### config.mk
export PLATFORM = sky130hd
export DESIGN_NAME = sa_pe_mac_flat
export DESIGN_NICKNAME = d
export VERILOG_FILES = /design/src/rtl/sa_pe_mac_pkg.sv /design/src/rtl/sa_pe_mac_if.sv /design/src/rtl/sa_mac_unit.sv /design/src/rtl/sa_pe_mac.sv /design/src/flat_wrapper.sv
export SDC_FILE = /design/constraint.sdc
export NUM_CORES = 1
export LEC_CHECK = 0
export CAP_MARGIN = 20
export CORE_ASPECT_RATIO = 1.25
export CORE_MARGIN = 3
export CORE_UTILIZATION = 52
export DETAILED_ROUTE_END_ITERATION = 6
export PLACE_DENSITY = 0.86
export SKIP_LAST_GASP = 1
export SYNTH_ARGS = -nofsm -noshare
export SYNTH_HDL_FRONTEND = slang
export SYNTH_HIERARCHICAL = 1
export SYNTH_SLANG_ARGS = --single-unit
### constraint.sdc
create_clock -name CLK -period 6.35 [get_ports CLK]
set_input_delay 1.905 -clock CLK [delete_from_list [all_inputs] [get_ports CLK]]
set_output_delay 1.905 -clock CLK [all_outputs]
set_load 0.005 [all_outputs]
### src/rtl/sa_pe_mac_pkg.sv
// Shared types and accumulator arithmetic for the systolic-array PE.
// sat_add works on a MAX_ACC_W container; only the low w bits are meaningful.
package sa_pkg;

  localparam int MAX_ACC_W = 64;

  typedef enum logic {ACC = 1'b0, HOLD = 1'b1} pe_state_t;

  typedef struct packed {
    logic [MAX_ACC_W-1:0] sum;
    logic                 ovf;
  } add_res_t;

  function automatic logic [MAX_ACC_W-1:0] acc_mask(input int w);
    if (w >= MAX_ACC_W) return '1;
    return (MAX_ACC_W'(1) << w) - MAX_ACC_W'(1);
  endfunction

  function automatic logic [MAX_ACC_W-1:0] acc_max(input int w, input logic signed_mode);
    return signed_mode ? (acc_mask(w) >> 1) : acc_mask(w);
  endfunction

  function automatic logic [MAX_ACC_W-1:0] acc_min(input int w, input logic signed_mode);
    return signed_mode ? (MAX_ACC_W'(1) << (w - 1)) : '0;
  endfunction

  function automatic add_res_t sat_add(input logic [MAX_ACC_W-1:0] acc,
                                       input logic [MAX_ACC_W-1:0] addend,
                                       input int                   w,
                                       input logic                 signed_mode,
                                       input logic                 sat_mode);
    logic [MAX_ACC_W-1:0] mask, x, y, s;
    logic [MAX_ACC_W:0]   full;
    logic                 ovf, neg;
    add_res_t             r;
    mask = acc_mask(w);
    x    = acc & mask;
    y    = addend & mask;
    full = {1'b0, x} + {1'b0, y};
    s    = full[MAX_ACC_W-1:0] & mask;
    if (signed_mode) begin
      // Overflow only when both operands share a sign the sum does not.
      ovf = (x[w-1] == y[w-1]) && (s[w-1] != x[w-1]);
      neg = x[w-1];
    end else begin
      ovf = full[w];
      neg = 1'b0;
    end
    if (ovf && sat_mode) s = neg ? acc_min(w, 1'b1) : acc_max(w, signed_mode);
    r.sum = s;
    r.ovf = ovf;
    return r;
  endfunction

endpackage

### src/rtl/sa_pe_mac_if.sv
// Operand, forward and result bundle of one PE.
// Handshakes: a transfer happens on a rising edge where valid & ready are both 1;
// valid never waits on ready, and the payload is stable while valid is held.
interface sa_pe_mac_if #(
  parameter int DATA_W = 8,
  parameter int ACC_W  = 24
) ();
  logic              in_vld;
  logic              in_rdy;
  logic [DATA_W-1:0] a_in;
  logic [DATA_W-1:0] b_in;
  logic [DATA_W-1:0] a_out;
  logic [DATA_W-1:0] b_out;
  logic              fwd_vld;
  logic              res_vld;
  logic              res_rdy;
  logic [ACC_W-1:0]  res;
  logic              res_ovf;

  modport slave (
    input  in_vld, a_in, b_in, res_rdy,
    output in_rdy, a_out, b_out, fwd_vld, res_vld, res, res_ovf
  );

  modport master (
    output in_vld, a_in, b_in, res_rdy,
    input  in_rdy, a_out, b_out, fwd_vld, res_vld, res, res_ovf
  );
endinterface

### src/rtl/sa_mac_unit.sv
// Combinational multiply, extend to ACC_W and add into the accumulator.
module sa_mac_unit
  import sa_pkg::*;
#(
  parameter int DATA_W = 8,
  parameter int ACC_W  = 24,
  parameter int SIGNED = 0,
  parameter int SAT    = 1
) (
  input  logic [DATA_W-1:0] a,
  input  logic [DATA_W-1:0] b,
  input  logic [ACC_W-1:0]  acc,
  output logic [ACC_W-1:0]  sum,
  output logic              ovf
);
  logic [2*DATA_W-1:0] prod;
  logic [ACC_W-1:0]    addend;
  add_res_t            r;
  logic                unused_sum;

  generate
    if (SIGNED != 0) begin : g_signed
      assign prod   = $signed({{DATA_W{a[DATA_W-1]}}, a}) * $signed({{DATA_W{b[DATA_W-1]}}, b});
      assign addend = ACC_W'($signed(prod));
    end else begin : g_unsigned
      assign prod   = {{DATA_W{1'b0}}, a} * {{DATA_W{1'b0}}, b};
      assign addend = ACC_W'(prod);
    end
  endgenerate

  assign r          = sat_add(MAX_ACC_W'(acc), MAX_ACC_W'(addend), ACC_W, SIGNED != 0, SAT != 0);
  assign sum        = r.sum[ACC_W-1:0];
  assign ovf        = r.ovf;
  assign unused_sum = ^r.sum;
endmodule

### src/rtl/sa_pe_mac.sv
// Systolic PE: accumulates K_LEN operand products, holds the result until taken,
// and forwards each accepted operand pair east/south one cycle later.
module sa_pe_mac
  import sa_pkg::*;
#(
  parameter int DATA_W = 8,
  parameter int ACC_W  = 24,
  parameter int K_LEN  = 16,
  parameter int SIGNED = 0,
  parameter int SAT    = 1
) (
  input  logic       CLK,
  input  logic       rst,
  sa_pe_mac_if.slave bus,
  output pe_state_t  state
);
  localparam int CNT_W = (K_LEN > 1) ? $clog2(K_LEN) : 1;
  localparam logic [CNT_W-1:0] LAST = CNT_W'(K_LEN - 1);

  pe_state_t        state_nxt;
  logic [CNT_W-1:0] cnt;
  logic [ACC_W-1:0] acc;
  logic [ACC_W-1:0] sum;
  logic             ovf;
  logic             ovf_sticky;
  logic             accept;
  logic             last_beat;

  assign bus.in_rdy  = (state == ACC);
  assign bus.res_vld = (state == HOLD);
  assign accept      = bus.in_vld & bus.in_rdy;
  assign last_beat   = accept && (cnt == LAST);

  sa_mac_unit #(
    .DATA_W (DATA_W),
    .ACC_W  (ACC_W),
    .SIGNED (SIGNED),
    .SAT    (SAT)
  ) u_mac (
    .a   (bus.a_in),
    .b   (bus.b_in),
    .acc (acc),
    .sum (sum),
    .ovf (ovf)
  );

  always_comb begin
    state_nxt = state;
    case (state)
      ACC:     if (last_beat) state_nxt = HOLD;
      HOLD:    if (bus.res_rdy) state_nxt = ACC;
      default: state_nxt = ACC;
    endcase
  end

  always_ff @(posedge CLK) begin
    if (rst) state <= ACC;
    else     state <= state_nxt;
  end

  always_ff @(posedge CLK) begin
    if (rst) begin
      cnt         <= '0;
      acc         <= '0;
      ovf_sticky  <= 1'b0;
      bus.a_out   <= '0;
      bus.b_out   <= '0;
      bus.fwd_vld <= 1'b0;
      bus.res     <= '0;
      bus.res_ovf <= 1'b0;
    end else begin
      bus.fwd_vld <= accept;
      if (accept) begin
        bus.a_out <= bus.a_in;
        bus.b_out <= bus.b_in;
      end
      if (last_beat) begin
        bus.res     <= sum;
        bus.res_ovf <= ovf_sticky | ovf;
        acc         <= '0;
        cnt         <= '0;
        ovf_sticky  <= 1'b0;
      end else if (accept) begin
        acc        <= sum;
        cnt        <= cnt + CNT_W'(1);
        ovf_sticky <= ovf_sticky | ovf;
      end
    end
  end
endmodule

### src/flat_wrapper.sv
// flat-port wrapper written by rule: the top's interface ports become plain ports
module sa_pe_mac_flat import sa_pkg::*;
#(
  parameter int DATA_W = 8,
  parameter int ACC_W  = 24,
  parameter int K_LEN  = 16,
  parameter int SIGNED = 0,
  parameter int SAT    = 1
)
  (CLK, rst, state, bus_in_vld, bus_a_in, bus_b_in, bus_res_rdy, bus_in_rdy, bus_a_out, bus_b_out, bus_fwd_vld, bus_res_vld, bus_res, bus_res_ovf);
  sa_pe_mac_if #(.DATA_W(DATA_W), .ACC_W(ACC_W)) bus_i ();
  input  logic CLK;
  input  logic rst;
  output pe_state_t state;
  input wire logic [$bits(bus_i.in_vld)-1:0] bus_in_vld;
  input wire logic [$bits(bus_i.a_in)-1:0] bus_a_in;
  input wire logic [$bits(bus_i.b_in)-1:0] bus_b_in;
  input wire logic [$bits(bus_i.res_rdy)-1:0] bus_res_rdy;
  output wire logic [$bits(bus_i.in_rdy)-1:0] bus_in_rdy;
  output wire logic [$bits(bus_i.a_out)-1:0] bus_a_out;
  output wire logic [$bits(bus_i.b_out)-1:0] bus_b_out;
  output wire logic [$bits(bus_i.fwd_vld)-1:0] bus_fwd_vld;
  output wire logic [$bits(bus_i.res_vld)-1:0] bus_res_vld;
  output wire logic [$bits(bus_i.res)-1:0] bus_res;
  output wire logic [$bits(bus_i.res_ovf)-1:0] bus_res_ovf;
  assign bus_i.in_vld = bus_in_vld;
  assign bus_i.a_in = bus_a_in;
  assign bus_i.b_in = bus_b_in;
  assign bus_i.res_rdy = bus_res_rdy;
  assign bus_in_rdy = bus_i.in_rdy;
  assign bus_a_out = bus_i.a_out;
  assign bus_b_out = bus_i.b_out;
  assign bus_fwd_vld = bus_i.fwd_vld;
  assign bus_res_vld = bus_i.res_vld;
  assign bus_res = bus_i.res;
  assign bus_res_ovf = bus_i.res_ovf;
  sa_pe_mac #(.DATA_W(DATA_W), .ACC_W(ACC_W), .K_LEN(K_LEN), .SIGNED(SIGNED), .SAT(SAT)) u_core (.CLK(CLK), .rst(rst), .bus(bus_i), .state(state));
endmodule
==> impl_metrics.env <==
export IMPL_outcome="finished clean"
export IMPL_grt_met3_usage=0.0431
export IMPL_post_place_cells=953
export IMPL_antenna_violations_before_repair=0
export IMPL_cts_buf_count=9
export IMPL_leakage_nw=3.36
export IMPL_grt_start_max_net_pins=46
export IMPL_syn_mean_instance_area_um2=8.00
export IMPL_finalHoldViolCount=0
export IMPL_ant_diodes=0
export IMPL_grt_pass1_vias=5604
export IMPL_grt_met1_usage=0.292
export IMPL_layout_nets=950
export IMPL_synth_fp_nets=838
export IMPL_post_synth_fa_ha_maj_area_fraction=0.263
export IMPL_vias_per_cell=5.52
export IMPL_yosys_warnings=6
export IMPL_yosysTopAreaCellShare=0.248
export IMPL_port_buffers=64
export IMPL_cts_sink_count=72
export IMPL_grt_overflow=0
export IMPL_finalClockSkew_ns=0.0104
export IMPL_hpwl_um=11000
export IMPL_drt_first_iter_violations=356
export IMPL_design_power_total_mw=3.37
export IMPL_layout_drive_gt1_share=0.179
export IMPL_synth_compound_area_share=0.161
export IMPL_normalized_max_slew_margin=0.332
export IMPL_timing_fmax_mhz=160
export IMPL_post_synth_xor_area_fraction=0.0226
export IMPL_setup_worst_path_start_class="input port"
export IMPL_netlist_area_pre_place_mm2=0.00581
export IMPL_initial_utilization=0.542
export IMPL_ys_async_sr_fraction=0
export IMPL_layout_worst_path_cycle_share=0.982
export IMPL_ys_seq_area_frac=0.248
export IMPL_cts_buffer_depth=2
export IMPL_die_area_mm2=0.0125
export IMPL_gp_routability_congestion=0.917
export IMPL_cp_max_fo=7
export IMPL_max_cap_viol_count=0
export IMPL_synth_seq_cells=72
export IMPL_finish_cell_count_without_fillers=975
export IMPL_busiest_layer="met2"
export IMPL_largest_family_of_logic_cells_by_synthesized_area="adder cells"
export IMPL_grt_pass1_wl_um=25500
export IMPL_synth_mux_area_fraction=0.00172
export IMPL_cp_data_required_time_ns=6.55
export IMPL_total_number_of_vias=5385
export IMPL_irDropWorstVdd_mv=0.268
export IMPL_worst_slew_pin_transition_ns=1.00
export IMPL_layout_min_cycle_time_ns=6.24
export IMPL_total_power_divided_by_cell_area_mw_per_mm2=455
export IMPL_chipHeight_um=124
export IMPL_cts_htree_levels=3
export IMPL_cts_reportedPaths_clkPinSlew_ns=0.06
export IMPL_groute_usage_overall=0.258
export IMPL_fillers=821
export IMPL_timing_hold_worst_class="flip-flop to flip-flop"
export IMPL_worst_setup_ep_type="flip-flop"
export IMPL_sequential_cell_area_mm2=0.00144
export IMPL_yosys_top_cells_area="dfxtp_1 (25%), fa_1 (17%), nand2_1 (9.1%)"
export IMPL_firstDrtPassIters=5
export IMPL_most_frequent_standard_cell_in_the_layout_excluding_fill_and_tap_cells="nand2_1"
export IMPL_netlist_instances=726
export IMPL_worst_ep_arrival_time_ns=6.44
export IMPL_most_used_flip_flop_cell_after_synthesis="dfxtp_1"
export IMPL_synth_enable_flop_cells=0
export IMPL_placementRows=42
export IMPL_post_place_ws_ns=-0.582
export IMPL_most_frequent_cells_in_the_layout="nand2_1 (136), inv_1 (101), dfxtp_1 (72), buf_4 (71), a21oi_1 (65)"
export IMPL_die_w_um=101
export IMPL_final_max_slew_viols=0
export IMPL_report_final_setup_viol=0
export IMPL_ctsRootBufferMaster="clkbuf_16"
export IMPL_multi_input_logic_area_mm2=0.00389
export IMPL_io_pins=65
export IMPL_area_growth_from_synthesis_to_layout_pct=27.5
export IMPL_use_met2=0.470
export IMPL_totalWireLength_um=15900
export IMPL_core_area_mm2=0.0107
export IMPL_detail_route_antenna_nets=0
export IMPL_synthSimpleGateAreaFrac=0.200
export IMPL_post_route_worst_setup_slack_ns=0.112
export IMPL_tritoncts_clock_tree="done"
export IMPL_layout_core_utilization=0.690
export IMPL_clock_insertion_delay_worst_skew_ns=0.34
export IMPL_synth_top_area_cell="dfxtp_1"
export IMPL_drc=0
export IMPL_post_synth_num_cell_types=48
export IMPL_cell_area_after_layout_mm2=0.00740
export IMPL_path_class="input port to flip-flop"
export IMPL_post_drt_wl_per_cell_um=16.3
export IMPL_placed_area_mm2=0.00692
-- what timing repair did --
action                                  CTS  global route
hold buffers                              0             0
endpoints found under the setup margin   48            48
buffers inserted                          4             2
gates resized for setup                  33            39
pin swaps                                17            17
-- logic make-up after synthesis --
group           after synthesis
buf+inv                     142
mux                           1
fa+ha+maj                    92
flops                        72
compound gates              152
xor+xnor                     15
simple gates                252
-- registers in the layout (all words and copies together) (netlist names) --
register and flops:
u_core/ovf_sticky 1, u_core/bus.a_out 8, u_core/cnt 4, u_core/bus.b_out 8
u_core/bus.res_ovf 1, u_core/bus.res 24, u_core/bus.res_vld 1, u_core/bus.fwd_vld 1
u_core/acc 24
-- metrics by stage --
step / hold slack (ns) / TNS, ns
CTS: 0.455 / 0
floorplan: 0.435 / 0
finish: 0.452 / 0
global placement: 0.441 / -20.37
detailed placement: 0.447 / -22.31
global route: 0.472 / -0.0130
-- per-layer routing --
metal / part of all wire / vias up
met5: 0 / -
met2: 0.52 / 205
met4: 0.031 / 0
met1: 0.40 / 2581
met3: 0.054 / 43
li1: - / 2556
-- area by class of cell --
| type | instances | share of cell area |
|---|---|---|
| multi-input cells | 512 | 0.526 |
| clock buffers | 9 | 0.0304 |
| flip-flops and latches | 72 | 0.195 |
| inverters | 104 | 0.0527 |
| well taps | 132 | 0.0223 |
| repair buffers | 139 | 0.157 |
| clock inverters | 7 | 0.0171 |
-- final timing paths --
path	start	to	slack, ns	cells past startpoint
min	u_core/bus.b_out[1]$_SDFFE_PP0P_	u_core/bus.b_out[1]$_SDFFE_PP0P_	0.45	2
max	bus_a_in[1]	u_core/bus.res[10]$_SDFFE_PP0P_	0.11	21
min reg2reg	u_core/bus.b_out[1]$_SDFFE_PP0P_	u_core/bus.b_out[1]$_SDFFE_PP0P_	0.45	2
max reg2reg	u_core/acc[6]$_SDFFE_PP0P_	u_core/bus.res[10]$_SDFFE_PP0P_	1.69	20
-- power breakdown --
group          switching, mW  internal, mW
sequential            0.0205         0.491
clock                  0.212         0.389
combinational           1.22          1.04
total                   1.45          1.91
-- synthesized netlist by cell type, drive strengths merged, types with 2 or more instances --
cell      n
clkbuf   16
nand4     4
nor2b     2
dfxtp    72
and3      3
nand2b    5
buf      22
nand3    33
nor2     11
o21bai    2
fa       50
nand2   141
a21o      4
o21a      3
inv     104
and2     38
a31oi     2
o41ai     2
nor3      7
xnor2    10
a21oi    87
or2b      2
xor2      5
ha       42
o211ai    4
o21ai    40
or3       2
-- worst max-delay path, cell delays in order --
cell and delay (ns):
dlygate4sd2_1 0.27, buf_4 0.18, and2_1 0.16, fa_2 0.40, fa_1 0.55, inv_1 0.05
fa_1 0.50, fa_1 0.55, inv_2 0.05, ha_4 0.26, o211ai_1 0.11, buf_4 0.16
buf_4 0.12, buf_4 0.12, o21ai_1 0.27, nand3_1 0.14, and2_1 0.19, xor2_1 0.18
nand2_2 0.12, nand3_1 0.08, a21oi_1 0.08
Note: power is estimated with default switching activity, not from simulation.
